<file path="src/rtl/alu_arbiter_pkg.sv">
// Shared types and constants for the two-requester ALU sequencing controller.
package alu_arbiter_pkg;

  // Controller phases: waiting, ALU settling, response pending.
  typedef enum logic [1:0] {
    IDLE = 2'd0,
    EXEC = 2'd1,
    RESP = 2'd2
  } state_t;

  // Number of requesters sharing the ALU.
  localparam int NUM_REQ = 2;

  // Bit positions inside the 7-bit flag word.
  localparam int FLAG_CARRY    = 0;
  localparam int FLAG_ZERO     = 1;
  localparam int FLAG_NEGATIVE = 2;
  localparam int FLAG_OVERFLOW = 3;
  localparam int FLAG_EQUAL    = 4;
  localparam int FLAG_LESS     = 5;
  localparam int FLAG_GREAT    = 6;
  localparam int FLAG_W        = 7;

endpackage

</file>
<file path="src/rtl/alu_arbiter_rr_arbiter.sv">
// Two-input round-robin picker. A lone requester always wins; on a tie the
// requester named by ptr wins. The pointer register lives in the parent.
module rr_arbiter
  import alu_arbiter_pkg::*;
(
  input  logic [NUM_REQ-1:0] req,
  input  logic               ptr,
  output logic [NUM_REQ-1:0] grant
);

  // One-hot grant selection.
  always_comb begin
    grant = '0;
    case (req)
      2'b01:   grant = 2'b01;
      2'b10:   grant = 2'b10;
      2'b11:   grant = ptr ? 2'b10 : 2'b01;
      default: grant = '0;
    endcase
  end

endmodule

</file>
<file path="src/rtl/alu_arbiter.sv">
// Shares one combinational ALU between two requesters: round-robin grant,
// registered ALU operands, one settling cycle, then a held response.
module alu_arbiter
  import alu_arbiter_pkg::*;
#(
  parameter int WIDTH = 8
) (
  input  logic                          Clock,
  input  logic                          Reset,
  input  logic [NUM_REQ-1:0]            ReqValid,
  output logic [NUM_REQ-1:0]            ReqReady,
  input  logic [NUM_REQ-1:0][WIDTH-1:0] ReqA,
  input  logic [NUM_REQ-1:0][WIDTH-1:0] ReqB,
  input  logic [NUM_REQ-1:0][4:0]       ReqOp,
  output logic [NUM_REQ-1:0]            RspValid,
  input  logic [NUM_REQ-1:0]            RspReady,
  output logic [WIDTH-1:0]              RspResult,
  output logic [FLAG_W-1:0]             RspFlags,
  output logic [WIDTH-1:0]              AluA,
  output logic [WIDTH-1:0]              AluB,
  output logic [4:0]                    AluOpcode,
  input  logic [WIDTH-1:0]              AluResult,
  input  logic [FLAG_W-1:0]             AluFlags
);

  state_t               state_reg, state_next;
  logic                 ptr_reg;
  logic                 owner_reg;
  logic [NUM_REQ-1:0]   grant;
  logic                 grant_idx;
  logic                 accept;
  logic                 rsp_done;

  rr_arbiter u_rr (
    .req   (ReqValid),
    .ptr   (ptr_reg),
    .grant (grant)
  );

  // Grant is one-hot, so bit 1 alone identifies the winner.
  assign grant_idx = grant[1];

  // Ready is offered only while idle and never during reset.
  assign ReqReady = ((state_reg == IDLE) && !Reset) ? grant : '0;
  assign accept   = |(ReqValid & ReqReady);
  assign rsp_done = (state_reg == RESP) && RspReady[owner_reg];

  // Only the owner's response valid is raised; the other bit stays low.
  genvar gi;
  generate
    for (gi = 0; gi < NUM_REQ; gi++) begin : g_rsp_valid
      assign RspValid[gi] = (state_reg == RESP) && (owner_reg == 1'(gi));
    end
  endgenerate

  // State register.
  always_ff @(posedge Clock or posedge Reset) begin
    if (Reset) state_reg <= IDLE;
    else       state_reg <= state_next;
  end

  // Next-state logic: accept -> one settling cycle -> wait for owner's ready.
  always_comb begin
    state_next = state_reg;
    case (state_reg)
      IDLE:    if (accept) state_next = EXEC;
      EXEC:    state_next = RESP;
      RESP:    if (rsp_done) state_next = IDLE;
      default: state_next = IDLE;
    endcase
  end

  // Owner is captured on accept; pointer moves past the owner on completion.
  always_ff @(posedge Clock or posedge Reset) begin
    if (Reset) begin
      ptr_reg   <= 1'b0;
      owner_reg <= 1'b0;
    end else begin
      if (accept)   owner_reg <= grant_idx;
      if (rsp_done) ptr_reg   <= ~owner_reg;
    end
  end

  // ALU operands latch on accept; result and flags latch leaving EXEC.
  always_ff @(posedge Clock or posedge Reset) begin
    if (Reset) begin
      AluA      <= '0;
      AluB      <= '0;
      AluOpcode <= '0;
      RspResult <= '0;
      RspFlags  <= '0;
    end else begin
      if (accept) begin
        AluA      <= ReqA[grant_idx];
        AluB      <= ReqB[grant_idx];
        AluOpcode <= ReqOp[grant_idx];
      end
      if (state_reg == EXEC) begin
        RspResult <= AluResult;
        RspFlags  <= AluFlags;
      end
    end
  end

endmodule

</file>
<file path="config.mk">
export PLATFORM = sky130hd
export DESIGN_NAME = alu_arbiter
export DESIGN_NICKNAME = d
export VERILOG_FILES = /design/src/rtl/alu_arbiter_pkg.sv /design/src/rtl/alu_arbiter_rr_arbiter.sv /design/src/rtl/alu_arbiter.sv
export SDC_FILE = /design/constraint.sdc
export NUM_CORES = 1
export LEC_CHECK = 0
export CORE_UTILIZATION = 40
export CTS_CLUSTER_SIZE = 20
export DETAILED_ROUTE_END_ITERATION = 8
export GPL_ROUTABILITY_DRIVEN = 0
export PLACE_DENSITY = 0.83
export SLEW_MARGIN = 5
export SYNTH_ARGS = -nofsm -noshare
export SYNTH_HDL_FRONTEND = slang
export SYNTH_SLANG_ARGS = --single-unit
</file>
<file path="constraint.sdc">
create_clock -name Clock -period 3.65 [get_ports Clock]
set_input_delay 0.73 -clock Clock [delete_from_list [all_inputs] [get_ports Clock]]
set_output_delay 0.73 -clock Clock [all_outputs]
set_load 0.05 [all_outputs]
</file>
==> results.md, run 1 <==
- Net Count, Synth: 194
- Distinct cells, synth: 24
- CTS max path bufs: 2
- Power Dens Cells: 938 mW/mm^2
- Mapped Area: 0.00191 mm^2
- Final Max Slew Viols: 0
- Cells after synthesis: 131
- Slew headroom: 39.3%
- Arr. time, crit path: 2200 ps
- Psw: 1.32 mW
- Clock Skew: 6.10 ps
- Core Region: 0.00447 mm^2
- Fraction of layout instances using a drive strength above 1: 18.5%
- CP max stage delay: 510 ps
- Placed cells: 276
- Flop pwr share: 28.1%
- I/O Buffers: 102
- Seq cells post-synth: 40
- Die area: 0.00506 mm^2
- Setup WS post-layout: 724 ps
- F_max: 342 MHz
- Starting Density: 42.7%
- Final Routed Wirelength: 4520 um
- CP required: 2920 ps
- Die Ht: 71.1 um
- Via-to-Cell Ratio: 5.34
- CTS tree: yes
- Critical path's slowest cell: clkdlybuf4s50_1
- Drt drc: 9
- Max_cap viols: 0
- Fin nets: 294
- Hold Fails Final Rpt: 0
- Setup-failing EPs final: 0
- Clock power frac: 10.3%
- Met2 wire length: 2300 um
- Syn Area/Cell: 14.6 um^2
- GRT overflow: 0
- Leak: 1.19 nW
- Setup repair after global routing missed its margin: no
- Internal power: 1.53 mW
- Yosys warns: 0
- Status: complete, but fails checks
- N_diodes: 0
- Worst Tran Pin Value: 911 ps
- Largest registers: AluA: 8 flops, AluB: 8 flops, RspResult: 8 flops
- First-pass GRT wire length: 7420 um
- Met3 Routed Length: 308 um
- Pre-CTS setup slack: 715 ps
- Rows: 24
- Setup Buffers After CTS: 0
- Peak supply drop: 0.474 mV
- Placed cell areas: 0.00294 mm^2
- Fin area: 0.00303 mm^2
- # H-tree levels: 2
- Failing checks: design-rule violations
- DR WL/cell: 15.9 um
- Top Ports: 103
- Clock Latency Late Sink: 290 ps
- Cell chain of the critical path: clkdlybuf4s50_1 -> a21bo_2 -> nor4_1 -> buf_4
- Synthesis-to-layout area growth: 58.8%
- Tmin final: 2930 ps
- Vias in the first global route: 1548
- Crit Path Max Fanout: 22
- Fill cells: 345
- Hpwl dp: 3300 um
- Setup TNS: 0 ps
- Crit Path Class: in2out
- Uppermost layer routed: met4
- Comb power frac: 61.6%
- Reg clk slew, reported paths: 60 ps
- CP Launch Type: input pin
- Hold Path Class: reg2reg
- Largest net degree at the start of global routing: 34
- Part of the cycle the worst path needs: 80.2%
- Initial antenna violation count: 0
- Total GRT Usage: 19.2%
- DRT met1 WL: 1830 um
- Switching fraction of total power: 46.3%
- Vias: 1516
- Finished Layout Cells: 284
- Hold WS: 491 ps
- Pre-antenna DRT Iters: 6
- CTS Buf Count: 5
- CTS-repair resized insts: 0
- CP Capture Type: primary output
- Clock Root Buffer: clkbuf_8
- Post-route ant nets: 0
- Clock sinks: 40
- Die Wd: 71.1 um
- Drt initial violations: 48
- Hold Buf Count CTS: 0
- FF-to-FF setup slack: 1920 ps
- Sequential share of the synthesized area: 52.4%
-- power by group through the flow --
stage,clock network (mW),registers (mW),logic (mW)
after floorplan,0,1.48,0.545
after global placement,0,0.800,1.75
after detailed placement,0,0.806,1.76
after CTS,0.303,0.800,1.77
after global routing,0.326,0.828,1.82
final,0.294,0.800,1.75
-- through the flow --
step                utilization (%)  total power, mW
floorplan                         -             2.02
global placement               65.8             2.55
detailed placement             65.8             2.57
CTS                            67.8             2.87
global route                   67.8             2.97
finish                         67.8             2.85
-- cells by family after synthesis --
| logic type | Yosys count | synth area share (%) |
|---|---|---|
| buf+inv | 16 | 5.11 |
| compound gates | 50 | 28.4 |
| flops | 40 | 52.4 |
| mux | 15 | 10.6 |
| simple gates | 10 | 3.47 |
-- cells in the mapped netlist --
library cell / count / area (um^2)
a21bo_2: 1 / 10.0
a21oi_1: 2 / 10.0
a2bb2oi_1: 2 / 17.5
a2bb2oi_2: 19 / 285
a31oi_1: 1 / 6.26
and3_1: 1 / 6.26
buf_2: 6 / 30.0
buf_6: 4 / 45.0
clkbuf_1: 2 / 7.51
dfrtp_1: 40 / 1000
inv_1: 3 / 11.3
inv_2: 1 / 3.75
mux2_1: 6 / 67.6
mux2_4: 9 / 135
nand2b_1: 2 / 12.5
nor2_1: 3 / 11.3
nor2b_1: 1 / 6.26
nor3_4: 1 / 16.3
nor3b_1: 1 / 7.51
nor4_1: 1 / 6.26
o21a_4: 1 / 15.0
o21ai_0: 2 / 10.0
o21ai_1: 1 / 5.00
o32ai_1: 21 / 184
-- worst max-delay path: cells and delay by family --
kind                   cells  cell delay, ps
AO/OA/AOI/OAI              1             380
buffers and inverters      2             780
AND/OR/NAND/NOR            1             300
-- final timing paths --
| path | from | depth (start not counted) | endpoint |
|---|---|---|---|
| worst max-delay path | ReqValid[0] | 4 | ReqReady[0] |
| worst min-delay path | RspFlags[1] | 1 | RspFlags[1] |
| worst max register to register | state_reg[1] | 4 | AluA[7] |
| worst min register to register | RspFlags[1] | 1 | RspFlags[1] |
| max in group asynchronous | Reset | 3 | RspResult[3] |
| min in group asynchronous | Reset | 2 | state_reg[1] |
-- placed cells by master, fill, tap and decap left out --
master | netlist | final
nor2_1 | 3 | 3
nor4_1 | 1 | 1
inv_1 | 3 | 3
a21oi_1 | 2 | 2
o21ai_0 | 2 | 2
nor3_4 | 1 | 1
buf_4 | 0 | 4
o32ai_1 | 21 | 21
nor2b_1 | 1 | 1
mux2_4 | 9 | 9
clkdlybuf4s50_1 | 0 | 100
and3_1 | 1 | 1
dfrtp_1 | 40 | 40
o21a_4 | 1 | 1
buf_12 | 0 | 1
mux2_1 | 6 | 6
inv_2 | 1 | 1
a2bb2oi_2 | 19 | 19
clkbuf_1 | 2 | 2
a31oi_1 | 1 | 1
o21ai_1 | 1 | 1
a21bo_2 | 1 | 1
nor3b_1 | 1 | 1
clkbuf_8 | 0 | 6
nand2b_1 | 2 | 2
a2bb2oi_1 | 2 | 2
-- routing by layer --
metal	up-vias	global-route usage, %
li1	715	-
met1	730	23.1
met2	66	33.9
met3	5	2.85
met4	0	9.33
met5	-	0
-- layout make-up --
cell class                 instances  area [um^2]  area share (%)
clock buffer                       8         90.1            2.97
sequential                        40         1000            33.0
timing repair buffer             105         1050            34.6
inverter                           4         15.0           0.495
multi-input combinational         75          812            26.8
tap                               52         65.1            2.14
(Power assumes the default switching activity.)
==> inputs of run 2 (changes only) <==
--- a/config.mk
+++ b/config.mk
@@ -5,11 +5,11 @@
 export SDC_FILE = /design/constraint.sdc
 export NUM_CORES = 1
 export LEC_CHECK = 0
-export CORE_UTILIZATION = 40
+export CORE_UTILIZATION = 35
 export CTS_CLUSTER_SIZE = 20
 export DETAILED_ROUTE_END_ITERATION = 8
 export GPL_ROUTABILITY_DRIVEN = 0
-export PLACE_DENSITY = 0.83
+export PLACE_DENSITY = 0.77
 export SLEW_MARGIN = 5
 export SYNTH_ARGS = -nofsm -noshare
 export SYNTH_HDL_FRONTEND = slang
==> constraint.sdc (replaced) <==
create_clock -name Clock -period 2.35 [get_ports Clock]
set_input_delay 0.47 -clock Clock [delete_from_list [all_inputs] [get_ports Clock]]
set_output_delay 0.47 -clock Clock [all_outputs]
set_load 0.05 [all_outputs]
==> run 2 against run 1 <==
Compared with the run above:
- the flow now finishes without violations
- via count grew 1.1%
- total power rose by 57%
- clock skew down 1.8 ps
- combinational power up 58%
- global-route usage decreased by 1.2 points
- worst setup slack worse by 640 ps
==> results.md, run 2 (synthesized netlist as in run 1, its figures left out) <==
- Status: completed (was complete, but fails checks)
- Setup-failing EPs final: 0 (unchanged)
- DR WL/cell: 15.8 um (was 15.9 um)
- Fin area: 0.00313 mm^2 (was 0.00303 mm^2)
- CP Depth: 3 (was 4)
- Drt initial violations: 48 (unchanged)
- Switching fraction of total power: 46.4% (was 46.3%)
- Hold Fails Final Rpt: 0 (unchanged)
- Cell chain of the critical path: inv_1 -> and3_1 -> clkdlybuf4s50_1 (was clkdlybuf4s50_1 -> a21bo_2 -> nor4_1 -> buf_4)
- Post-route ant nets: 0 (unchanged)
- F_max: 442 MHz
- Worst hold stages: 1 (unchanged)
- Total GRT Usage: 18.0% (was 19.2%)
- Hold Path Class: reg2reg (unchanged)
- CP max stage delay: 810 ps (was 510 ps)
- Fin nets: 299 (was 294)
- CTS tree: yes (unchanged)
- Arr. time, crit path: 1790 ps (was 2200 ps)
- Die area: 0.00576 mm^2 (was 0.00506 mm^2)
- Initial antenna violation count: 0 (unchanged)
- Power Dens Cells: 1430 mW/mm^2 (was 938 mW/mm^2)
- CTS-repair resized insts: 0 (unchanged)
- Pre-antenna DRT Iters: 2 (was 6)
- Placed cell areas: 0.00304 mm^2 (was 0.00294 mm^2)
- Largest net degree at the start of global routing: 23 (was 34)
- Peak supply drop: 0.798 mV (was 0.474 mV)
- Part of the cycle the worst path needs: 96.3%
- Comb power frac: 61.6% (about the same)
- CTS max path bufs: 2 (unchanged)
- Largest registers: AluA: 8 flops, AluB: 8 flops, RspResult: 8 flops (unchanged)
- Setup repair after global routing missed its margin: no (unchanged)
- Psw: 2.08 mW (was 1.32 mW)
- Flop pwr share: 27.9% (was 28.1%)
- Via-to-Cell Ratio: 4.99 (was 5.34)
- Hold Buf Count CTS: 0 (unchanged)
- Fraction of layout instances using a drive strength above 1: 22.4% (was 18.5%)
- Die Wd: 75.9 um (was 71.1 um)
- Clock Latency Late Sink: 290 ps (about the same)
- Internal power: 2.40 mW (was 1.53 mW)
- Setup WS post-layout: 87.8 ps (was 724 ps)
- I/O Buffers: 102 (unchanged)
- Buffers & Inverters on Critical Path: 2 (unchanged)
- Clock Skew: 4.30 ps (was 6.10 ps)
- Tmin final: 2260 ps
- Worst Tran Pin Value: 512 ps (was 911 ps)
- Vias: 1533 (was 1516)
- Core Region: 0.00517 mm^2 (was 0.00447 mm^2)
- Synthesis-to-layout area growth: 63.9% (was 58.8%)
- Rows: 26 (was 24)
- Pwr Total: 4.48 mW (was 2.85 mW)
- Starting Density: 36.9% (was 42.7%)
- First-pass GRT wire length: 7560 um (was 7420 um)
- Setup TNS: 0 ps (unchanged)
- Critical path's slowest cell: clkdlybuf4s50_1 (unchanged)
- N_diodes: 0 (unchanged)
- Hold WS: 494 ps (was 491 ps)
- Clock Root Buffer: clkbuf_8 (unchanged)
- Commonest non-fill, non-tap cell in the layout: clkdlybuf4s50_1 (unchanged)
- Setup Buffers After CTS: 0 (unchanged)
- Leak: 1.23 nW (was 1.19 nW)
- Reg clk slew, reported paths: 70 ps (was 60 ps)
- CP Launch Type: flop (was input pin)
- Finished Layout Cells: 307 (was 284)
- Drt drc: 0 (was 9)
- Final Max Slew Viols: 0 (unchanged)
- CP required: 1880 ps (was 2920 ps)
- Top Ports: 103 (unchanged)
- CP Capture Type: primary output (unchanged)
- Crit Path Max Fanout: 5 (was 22)
- GRT overflow: 0 (unchanged)
- Pre-CTS setup slack: 137 ps (was 715 ps)
- Final Util: 60.5% (was 67.8%)
- Placed cells: 299 (was 276)
- CTS Buf Count: 5 (unchanged)
- Commonest non-fill, non-tap cells in the layout: clkdlybuf4s50_1 (99), dfrtp_1 (40), o32ai_1 (21) (was clkdlybuf4s50_1 (100), dfrtp_1 (40), o32ai_1 (21))
- Worst path top cell family by delay: buffers and inverters (unchanged)
- Crit Path Class: reg2out (was in2out)
- Final Routed Wirelength: 4850 um (was 4520 um)
- R2R cell count: 4 (unchanged)
- Hpwl dp: 3440 um (was 3300 um)
- Die Ht: 75.9 um (was 71.1 um)
- Slew headroom: 65.7% (was 39.3%)
- Clock power frac: 10.5% (was 10.3%)
- # H-tree levels: 2 (unchanged)
- Max_cap viols: 0 (unchanged)
- Vias in the first global route: 1517 (was 1548)
- Fill cells: 420 (was 345)
- Clock sinks: 40 (unchanged)
==> run 2: cell types whose count changed in the layout (fill, tap and decap cells not counted), sizes merged <==
cell / change
buf: +6
clkdlybuf4s50: -1
==> run 2: routing by layer <==
| layer | GRT usage, % | part of all wire, % |
|---|---|---|
| met5 | 0 | 0 |
| met4 | 5.56 | 1.1 |
| met3 | 5.29 | 5.7 |
| met2 | 28.4 | 49 |
| met1 | 24.0 | 45 |
==> run 2: power by group through the flow <==
stage / sequential, mW / combinational (mW) / clock, mW
finish: 1.25 / 2.76 / 0.469
global route: 1.29 / 2.88 / 0.520
CTS: 1.25 / 2.78 / 0.489
detailed placement: 1.26 / 2.78 / 0
global placement: 1.24 / 2.75 / 0
floorplan: 2.29 / 0.849 / 0
==> run 2: worst register-to-register path: stages, from the launching register on <==
cell and delay (ps):
dfrtp_1 460, nor3_4 230, buf_4 230, o21a_4 410, a2bb2oi_1 200
==> run 2: path summary, 6_finish.rpt <==
kind,slack (ps),from,endpoint
min,490,RspFlags[1],RspFlags[1]
max,90,state_reg[0],RspValid[1]
max in group asynchronous,1240,Reset,AluA[0]
min reg2reg,490,RspFlags[1],RspFlags[1]
max reg2reg,750,state_reg[1],AluA[7]
min in group asynchronous,640,Reset,AluOpcode[2]
==> run 2: layout make-up <==
| class | instances | area, um^2 | share of cell area (%) |
|---|---|---|---|
| clock buffer | 8 | 90.1 | 2.88 |
| timing repair buffer | 110 | 1110 | 35.5 |
| multi-input combinational | 75 | 826 | 26.4 |
| inverter | 4 | 15.0 | 0.480 |
| tap | 70 | 87.6 | 2.80 |
| sequential | 40 | 1000 | 32.0 |
==> inputs of run 3 (changes only) <==
--- a/config.mk
+++ b/config.mk
@@ -5,6 +5,7 @@
 export SDC_FILE = /design/constraint.sdc
 export NUM_CORES = 1
 export LEC_CHECK = 0
+export ABC_CLOCK_PERIOD_IN_PS = 2350
 export CORE_UTILIZATION = 35
 export CTS_CLUSTER_SIZE = 20
 export DETAILED_ROUTE_END_ITERATION = 8
@@ -13,4 +14,5 @@
 export SLEW_MARGIN = 5
 export SYNTH_ARGS = -nofsm -noshare
 export SYNTH_HDL_FRONTEND = slang
+export SYNTH_HIERARCHICAL = 1
 export SYNTH_SLANG_ARGS = --single-unit
==> run 3 against run 2 <==
Compared with the run above:
- combinational power down 6%
- cell count stayed put
- clock-buffer cell count fell by 2
- maximum frequency increased by 2.5%
- synthesized area increased by 1.8%
- routed wire length fell by 9.1%
- non-clock buffer count is the same
- utilization up 0.44 points
- critical path depth did not move
==> results.md, run 3 <==
- Clock Root Buffer: clkbuf_8 (unchanged)
- Clock sinks: 40 (unchanged)
- F_max: 453 MHz (was 442 MHz)
- Largest family of logic cells by synthesized area: multiplexers (was compound AO/OA/AOI/OAI gates)
- R2R cell count: 5 (was 4)
- I/O Buffers: 102 (unchanged)
- Finished Layout Cells: 307 (unchanged)
- Final Routed Wirelength: 4410 um (was 4850 um)
- Top-count cell post-synth: dfrtp_1 (unchanged)
- Crit Path Class: reg2out (unchanged)
- CP Launch Type: flop (unchanged)
- Peak supply drop: 0.869 mV (was 0.798 mV)
- Hold WS: 494 ps (about the same)
- Switching fraction of total power: 45.2% (was 46.4%)
- Seq cells post-synth: 40 (unchanged)
- Part of the cycle the worst path needs: 93.9% (was 96.3%)
- CP required: 1880 ps (about the same)
- Clock Skew: 7.62 ps (was 4.30 ps)
- Psw: 1.97 mW (was 2.08 mW)
- Placed cell areas: 0.00308 mm^2 (was 0.00304 mm^2)
- Via-to-Cell Ratio: 4.59 (was 4.99)
- GRT overflow: 0 (unchanged)
- Post-synthesis xor/xnor area fraction: 0% (unchanged)
- Synth top area cells: dfrtp_1 (51%), mux2_2 (16%), mux2_4 (15%), mux2_1 (6.9%), buf_12 (2.1%) (was dfrtp_1 (52%), a2bb2oi_2 (15%), o32ai_1 (9.6%), mux2_4 (7.1%), mux2_1 (3.5%))
- Worst Tran Pin Value: 597 ps (was 512 ps)
- Setup TNS: 0 ps (unchanged)
- Largest net degree at the start of global routing: 26 (was 23)
- Commonest non-fill, non-tap cell in the layout: clkdlybuf4s50_1 (unchanged)
- Setup Buffers After CTS: 0 (unchanged)
- Setup WS post-layout: 143 ps (was 87.8 ps)
- Hold endpoint: RspResult[0] (was RspFlags[1])
- CTS max path bufs: 2 (unchanged)
- Clock Latency Late Sink: 290 ps (about the same)
- Die Wd: 76.6 um (was 75.9 um)
- Max_cap viols: 0 (unchanged)
- Main synth FF type: dfrtp_1 (unchanged)
- Crit Path Max Fanout: 4 (was 5)
- Mux cell area share after synthesis: 37.2% (was 10.6%)
- Drt initial violations: 26 (was 48)
- Reg2reg end: AluB[7] (was AluA[7])
- Largest registers: AluA: 8 flops, AluB: 8 flops, RspResult: 8 flops (unchanged)
- Largest area contributor in the netlist: dfrtp_1 (unchanged)
- Internal power: 2.39 mW (was 2.40 mW)
- Rows: 26 (unchanged)
- # H-tree levels: 2 (unchanged)
- CTS Buf Count: 5 (unchanged)
- Starting Density: 37.1% (was 36.9%)
- FF-to-FF setup slack: 560 ps (was 750 ps)
- HP Start: RspResult[0] (was RspFlags[1])
- Tmin final: 2210 ps (was 2260 ps)
- CTS tree: yes (unchanged)
- DR WL/cell: 14.3 um (was 15.8 um)
- Comb power frac: 59.3% (was 61.6%)
- Pre-CTS setup slack: 59.2 ps (was 137 ps)
- Drt drc: 0 (unchanged)
- Sequential share of the synthesized area: 51.4% (was 52.4%)
- Flop pwr share: 28.2% (was 27.9%)
- Hold Fails Final Rpt: 0 (unchanged)
- Core Region: 0.00524 mm^2 (was 0.00517 mm^2)
- Setup repair after global routing missed its margin: no (unchanged)
- Clock power frac: 12.5% (was 10.5%)
- Final Max Slew Viols: 0 (unchanged)
- Placed cells: 299 (unchanged)
- Asr flop ratio synth: 100% (unchanged)
- Fin nets: 299 (unchanged)
- Mapped Area: 0.00195 mm^2 (was 0.00191 mm^2)
- Hold Path Class: reg2reg (unchanged)
- R2R Path Start: ptr_reg (was state_reg[1])
- Worst hold stages: 1 (unchanged)
- CP Capture Type: primary output (unchanged)
- EDFF count, synth: 0 (unchanged)
- Yosys warns: 6 (was 0)
- Status: completed (unchanged)
- Synthesis-to-layout area growth: 64.1% (was 63.9%)
- Post-route ant nets: 0 (unchanged)
- Vias in the first global route: 1551 (was 1517)
- Arr. time, crit path: 1740 ps (was 1790 ps)
- Leak: 1.36 nW (was 1.23 nW)
- Fin area: 0.00319 mm^2 (was 0.00313 mm^2)
- Die Ht: 76.6 um (was 75.9 um)
- Adder-cell area share of the yosys netlist: 0% (unchanged)
- Hpwl dp: 3410 um (was 3440 um)
- Reg clk slew, reported paths: 80 ps (was 70 ps)
- Cells after synthesis: 127 (was 131)
- First-pass GRT wire length: 7170 um (was 7560 um)
- Die area: 0.00586 mm^2 (was 0.00576 mm^2)
- Compound-Gate Fraction of Synth Area: 3.22% (was 28.4%)
- Initial antenna violation count: 0 (unchanged)
- Synth top area share: 51.4% (was 52.4%)
- Post-Synth Simple-Gate Area: 2.96% (was 3.47%)
- Slew headroom: 59.9% (was 65.7%)
- Syn Area/Cell: 15.3 um^2 (was 14.6 um^2)
- Vias: 1410 (was 1533)
- Distinct cells, synth: 21 (was 24)
- Commonest non-fill, non-tap cells in the layout: clkdlybuf4s50_1 (99), dfrtp_1 (40), mux2_2 (27) (was clkdlybuf4s50_1 (99), dfrtp_1 (40), o32ai_1 (21))
- Net Count, Synth: 190 (was 194)
- Pre-antenna DRT Iters: 4 (was 2)
- Synth cell count leaders: dfrtp_1 (40), mux2_2 (27), mux2_4 (19), mux2_1 (12), inv_1 (4) (was dfrtp_1 (40), o32ai_1 (21), a2bb2oi_2 (19), mux2_4 (9))
- Top Ports: 103 (unchanged)
- N_diodes: 0 (unchanged)
- Total GRT Usage: 16.0% (was 18.0%)
- Setup-failing EPs final: 0 (unchanged)
- Power Dens Cells: 1370 mW/mm^2 (was 1430 mW/mm^2)
- Fraction of layout instances using a drive strength above 1: 28.3% (was 22.4%)
-- run 3: timing repair --
item	in CTS	in global routing
hold buffers	0	0
endpoints found under the setup margin	0	1
resized for setup	0	1
-- run 3: cell families after synthesis --
family | after synthesis
and+or+nand+nor | 9
DFF | 40
buffers and inverters | 12
muxes | 58
AOI/OAI and AO/OA | 8
-- run 3: stage by stage --
step / util [%] / power (mW)
final: 61.0 / 4.36
after global routing: 61.0 / 4.56
after CTS: 60.9 / 4.41
after detailed placement: 58.9 / 3.84
after global placement: 58.9 / 3.80
after floorplan: - / 2.93
-- run 3: routing by layer --
metal | up-vias | share of wire [%] | global-route usage, %
met1 | 664 | 39 | 17.3
met5 | - | 0 | 0
li1 | 664 | - | -
met4 | 0 | 1.5 | 6.15
met3 | 8 | 12 | 7.66
met2 | 74 | 48 | 27.0
-- run 3: layout make-up --
class	instances	area [um^2]
clock buffer	6	72.6
clock inverter	2	35.0
fill	428	2040
inverter	4	15.0
multi-input combinational	75	853
sequential	40	1000
tap	70	87.6
timing repair buffer	110	1130
-- run 3: worst max-delay path, stage by stage, from the launching register on --
cell and delay [ps]:
dfrtp_1 420, inv_1 80, and3_1 140, clkdlybuf4s50_1 800
-- run 3: power groups by stage --
| stage | sequential (mW) | clock [mW] | combinational (mW) |
|---|---|---|---|
| 2_1_floorplan | 2.34 | 0 | 0.594 |
| 4_1_cts | 1.23 | 0.570 | 2.61 |
| 3_5_place_dp | 1.23 | 0 | 2.60 |
| 5_1_grt | 1.28 | 0.594 | 2.68 |
| 3_3_place_gp | 1.23 | 0 | 2.57 |
| 6_report | 1.23 | 0.544 | 2.59 |
-- run 3: worst max path at each step --
stage,from,endpoint,slack (ps),depth (start not counted)
after global routing,state_reg[0],RspValid[1],70,3
final,state_reg[0],RspValid[1],140,3
after detailed placement,ReqValid[1],AluB[7],60,5
after floorplan,ReqValid[1],ReqReady[1],460,4
after global placement,ReqValid[1],AluA[7],130,5
after CTS,state_reg[0],RspValid[0],30,3
==> patch, RTL diff (settings of run 1) <==
Put one more register stage on the output `RspFlags`, cleared by the reset. The value now appears one clock later. The other outputs are not delayed to match.
--- a/src/rtl/alu_arbiter.sv
+++ b/src/rtl/alu_arbiter.sv
@@ -22,6 +22,8 @@
   input  logic [WIDTH-1:0]              AluResult,
   input  logic [FLAG_W-1:0]             AluFlags
 );
+
+  logic [FLAG_W-1:0] RspFlags_s0;
 
   state_t               state_reg, state_next;
   logic                 ptr_reg;
@@ -88,7 +90,7 @@
       AluB      <= '0;
       AluOpcode <= '0;
       RspResult <= '0;
-      RspFlags  <= '0;
+      RspFlags_s0 <= '0;
     end else begin
       if (accept) begin
         AluA      <= ReqA[grant_idx];
@@ -97,8 +99,16 @@
       end
       if (state_reg == EXEC) begin
         RspResult <= AluResult;
-        RspFlags  <= AluFlags;
+        RspFlags_s0 <= AluFlags;
       end
+    end
+  end
+
+  always_ff @(posedge Clock or posedge Reset) begin
+    if (Reset) begin
+      RspFlags <= '0;
+    end else begin
+      RspFlags <= RspFlags_s0;
     end
   end
 
Behaviour: not the same (Yosys sat finds a counterexample within 4 cycles, from zero or initial values and one cycle with Reset high).
==> patch against run 1 <==
  * Wire length up 8.9%
  * Design area up 5.2%
  * Total power up 6.4%
  * Count of clock-buffer cells in the layout down 2
  * First-iteration DRC count up 52%
  * Clock power up 32%
  * Via count up 6.0%
  * Synthesized area up 6.1%
  * Sequential power up 15%
  * Setup slack worse by 0.18 ns
  * Sequential share of layout area up 3.9 points
  * Sequential cell count up 7
  * Highest routed layer unchanged
==> patch: results (changes against run 1) <==
run status finished clean; cell types with the highest counts after synthesis 47 x dfrtp_1, 21 x o32ai_1, 11 x a2bb2oi_1; Worst slew margin 0.361 (-0.0318); Largest regs AluA (8), AluB (8), RspResult (8); Worst Hold Path EP RspFlags[5]; fill cell total of the finished layout 393 (+14%); antenna diode count 0 (unchanged); CP max FO 22 (unchanged); startpoint of the most critical hold path RspFlags_s0[5]; Layout Skew 0.00678 ns (+0.000674 ns); Num CTS Buffers 5 (unchanged); hpwl dp 3.54 mm (+7.4%); LEAKAGE 1.28 nW (+7.0%); vias after detailed routing 1607 (+6.0%); post-CTS clock slew at the launch and capture registers of the worst setup and hold paths 0.08 ns (+0.02 ns); top layer reached by signal wires met4; fraction of final layout cells sized beyond drive strength 1 0.147 (-0.0383); critical register-to-register path endpoint RspFlags_s0[5]; Worst Path Arrival 2.38 ns (+0.18 ns); wire length of the first global-routing pass 7.57 mm (+2.0%); post-synthesis async set-or-reset flop share 1.00 (unchanged); peak ir drop on the vdd network 0.460 mV (-3.0%); wl on met1 1.95 mm (+6.6%); register-to-register path setup slack 1.87 ns (-0.05 ns); buffer count from post-CTS setup fixing 0 (unchanged); register area share after synthesis 0.580 (+0.0563); cells taking the most area after synthesis dfrtp_1 58%, o32ai_1 9.1%, a2bb2oi_2 7.4%; number of antenna violations at the first check in global routing 0 (unchanged); post-synthesis compound-gate area fraction 0.240 (-0.0441); input/output buffers 102 (unchanged); maximum number of pins on one net before global-route repair 48 (+41%); type of the worst min-delay path reg -> reg; origin of the critical flop-to-flop path state_reg[1]; gate family responsible for the most delay along the worst path buffers and inverters; library cell contributing the largest single delay on the critical path nor4_1; cells resized by post-CTS repair 0 (unchanged); mux share of post-synthesis cell area 0.100 (-0.00609); wire length on met2 2.34 mm (+2.1%); iteration count of the initial detailed-routing pass 4 (-2); cell depth of the worst flop-to-flop path 2 (-2); Post-Synthesis Net Count 201 (+3.6%); net count of the finished layout 300 (+2.0%); WL met3 569 um (+85%); Yosys cell types 24 (unchanged); Hold Path Stages 0 (-1); DR WL/cell 16.1 um (+1.4%); maximum number of buffers from clock root to sink 2 (unchanged); Total Routing Usage GR 0.191 (-0.00158); Initial DRC Count 73 (+52%); maximum single-stage delay on the critical path 0.54 ns (+0.03 ns); number of global-route vias before repair 1664 (+7.5%)
patch: cell count changes after synthesis:
cell,delta
a2bb2oi_1,+9
a2bb2oi_2,-9
buf_2,+1
buf_4,+1
buf_6,-1
clkbuf_1,-1
dfrtp_1,+7
inv_1,+1
inv_2,-1
patch: through the flow:
stage                     hold slack [ns]  setup slack [ns]  std cells  utilization  instance area, um^2
final                               0.381             0.544        305        0.667                 3190
after CTS                           0.384             0.542        305        0.667                 3190
after global routing                0.401             0.464        305        0.667                 3190
after global placement              0.357             0.606        297        0.642                 3070
after detailed placement            0.365             0.555        297        0.642                 3070
after floorplan                     0.350             0.449        138            -                 2030
patch: power by group:
part	switching, W	internal, W
registers	0.000152	0.000769
logic	0.00103	0.000689
clock network	0.000166	0.000222
total	0.00135	0.00168
patch: worst max path at each step:
stage	start	to	slack [ns]	cells after the start
2_1_floorplan	ReqValid[0]	ReqReady[0]	0.45	2
3_3_place_gp	ReqValid[0]	ReqReady[0]	0.61	4
4_1_cts	ReqValid[0]	ReqReady[0]	0.54	4
5_1_grt	ReqValid[0]	ReqReady[0]	0.46	4
6_report	ReqValid[0]	ReqReady[0]	0.54	4
3_5_place_dp	ReqValid[0]	ReqReady[0]	0.56	4
patch: layout make-up:
cell class,instances,area (um^2),area share
Clock inverter,2,35.0,0.0110
Inverter,4,15.0,0.00470
Sequential cell,47,1180,0.368
Multi-Input combinational cell,75,756,0.237
Tap cell,67,83.8,0.0263
Clock buffer,6,82.6,0.0259
Timing Repair Buffer,104,1040,0.327
patch: worst register-to-register path: stages (launching register included):
cell and delay (ns):
dfrtp_1 0.49, nand2b_1 0.78, mux2_1 0.40
patch: metal layers:
metal	track usage	vias up
met1	0.229	790
met4	0.0654	0
met2	0.311	76
met3	0.0773	5
li1	-	736
met5	0	-
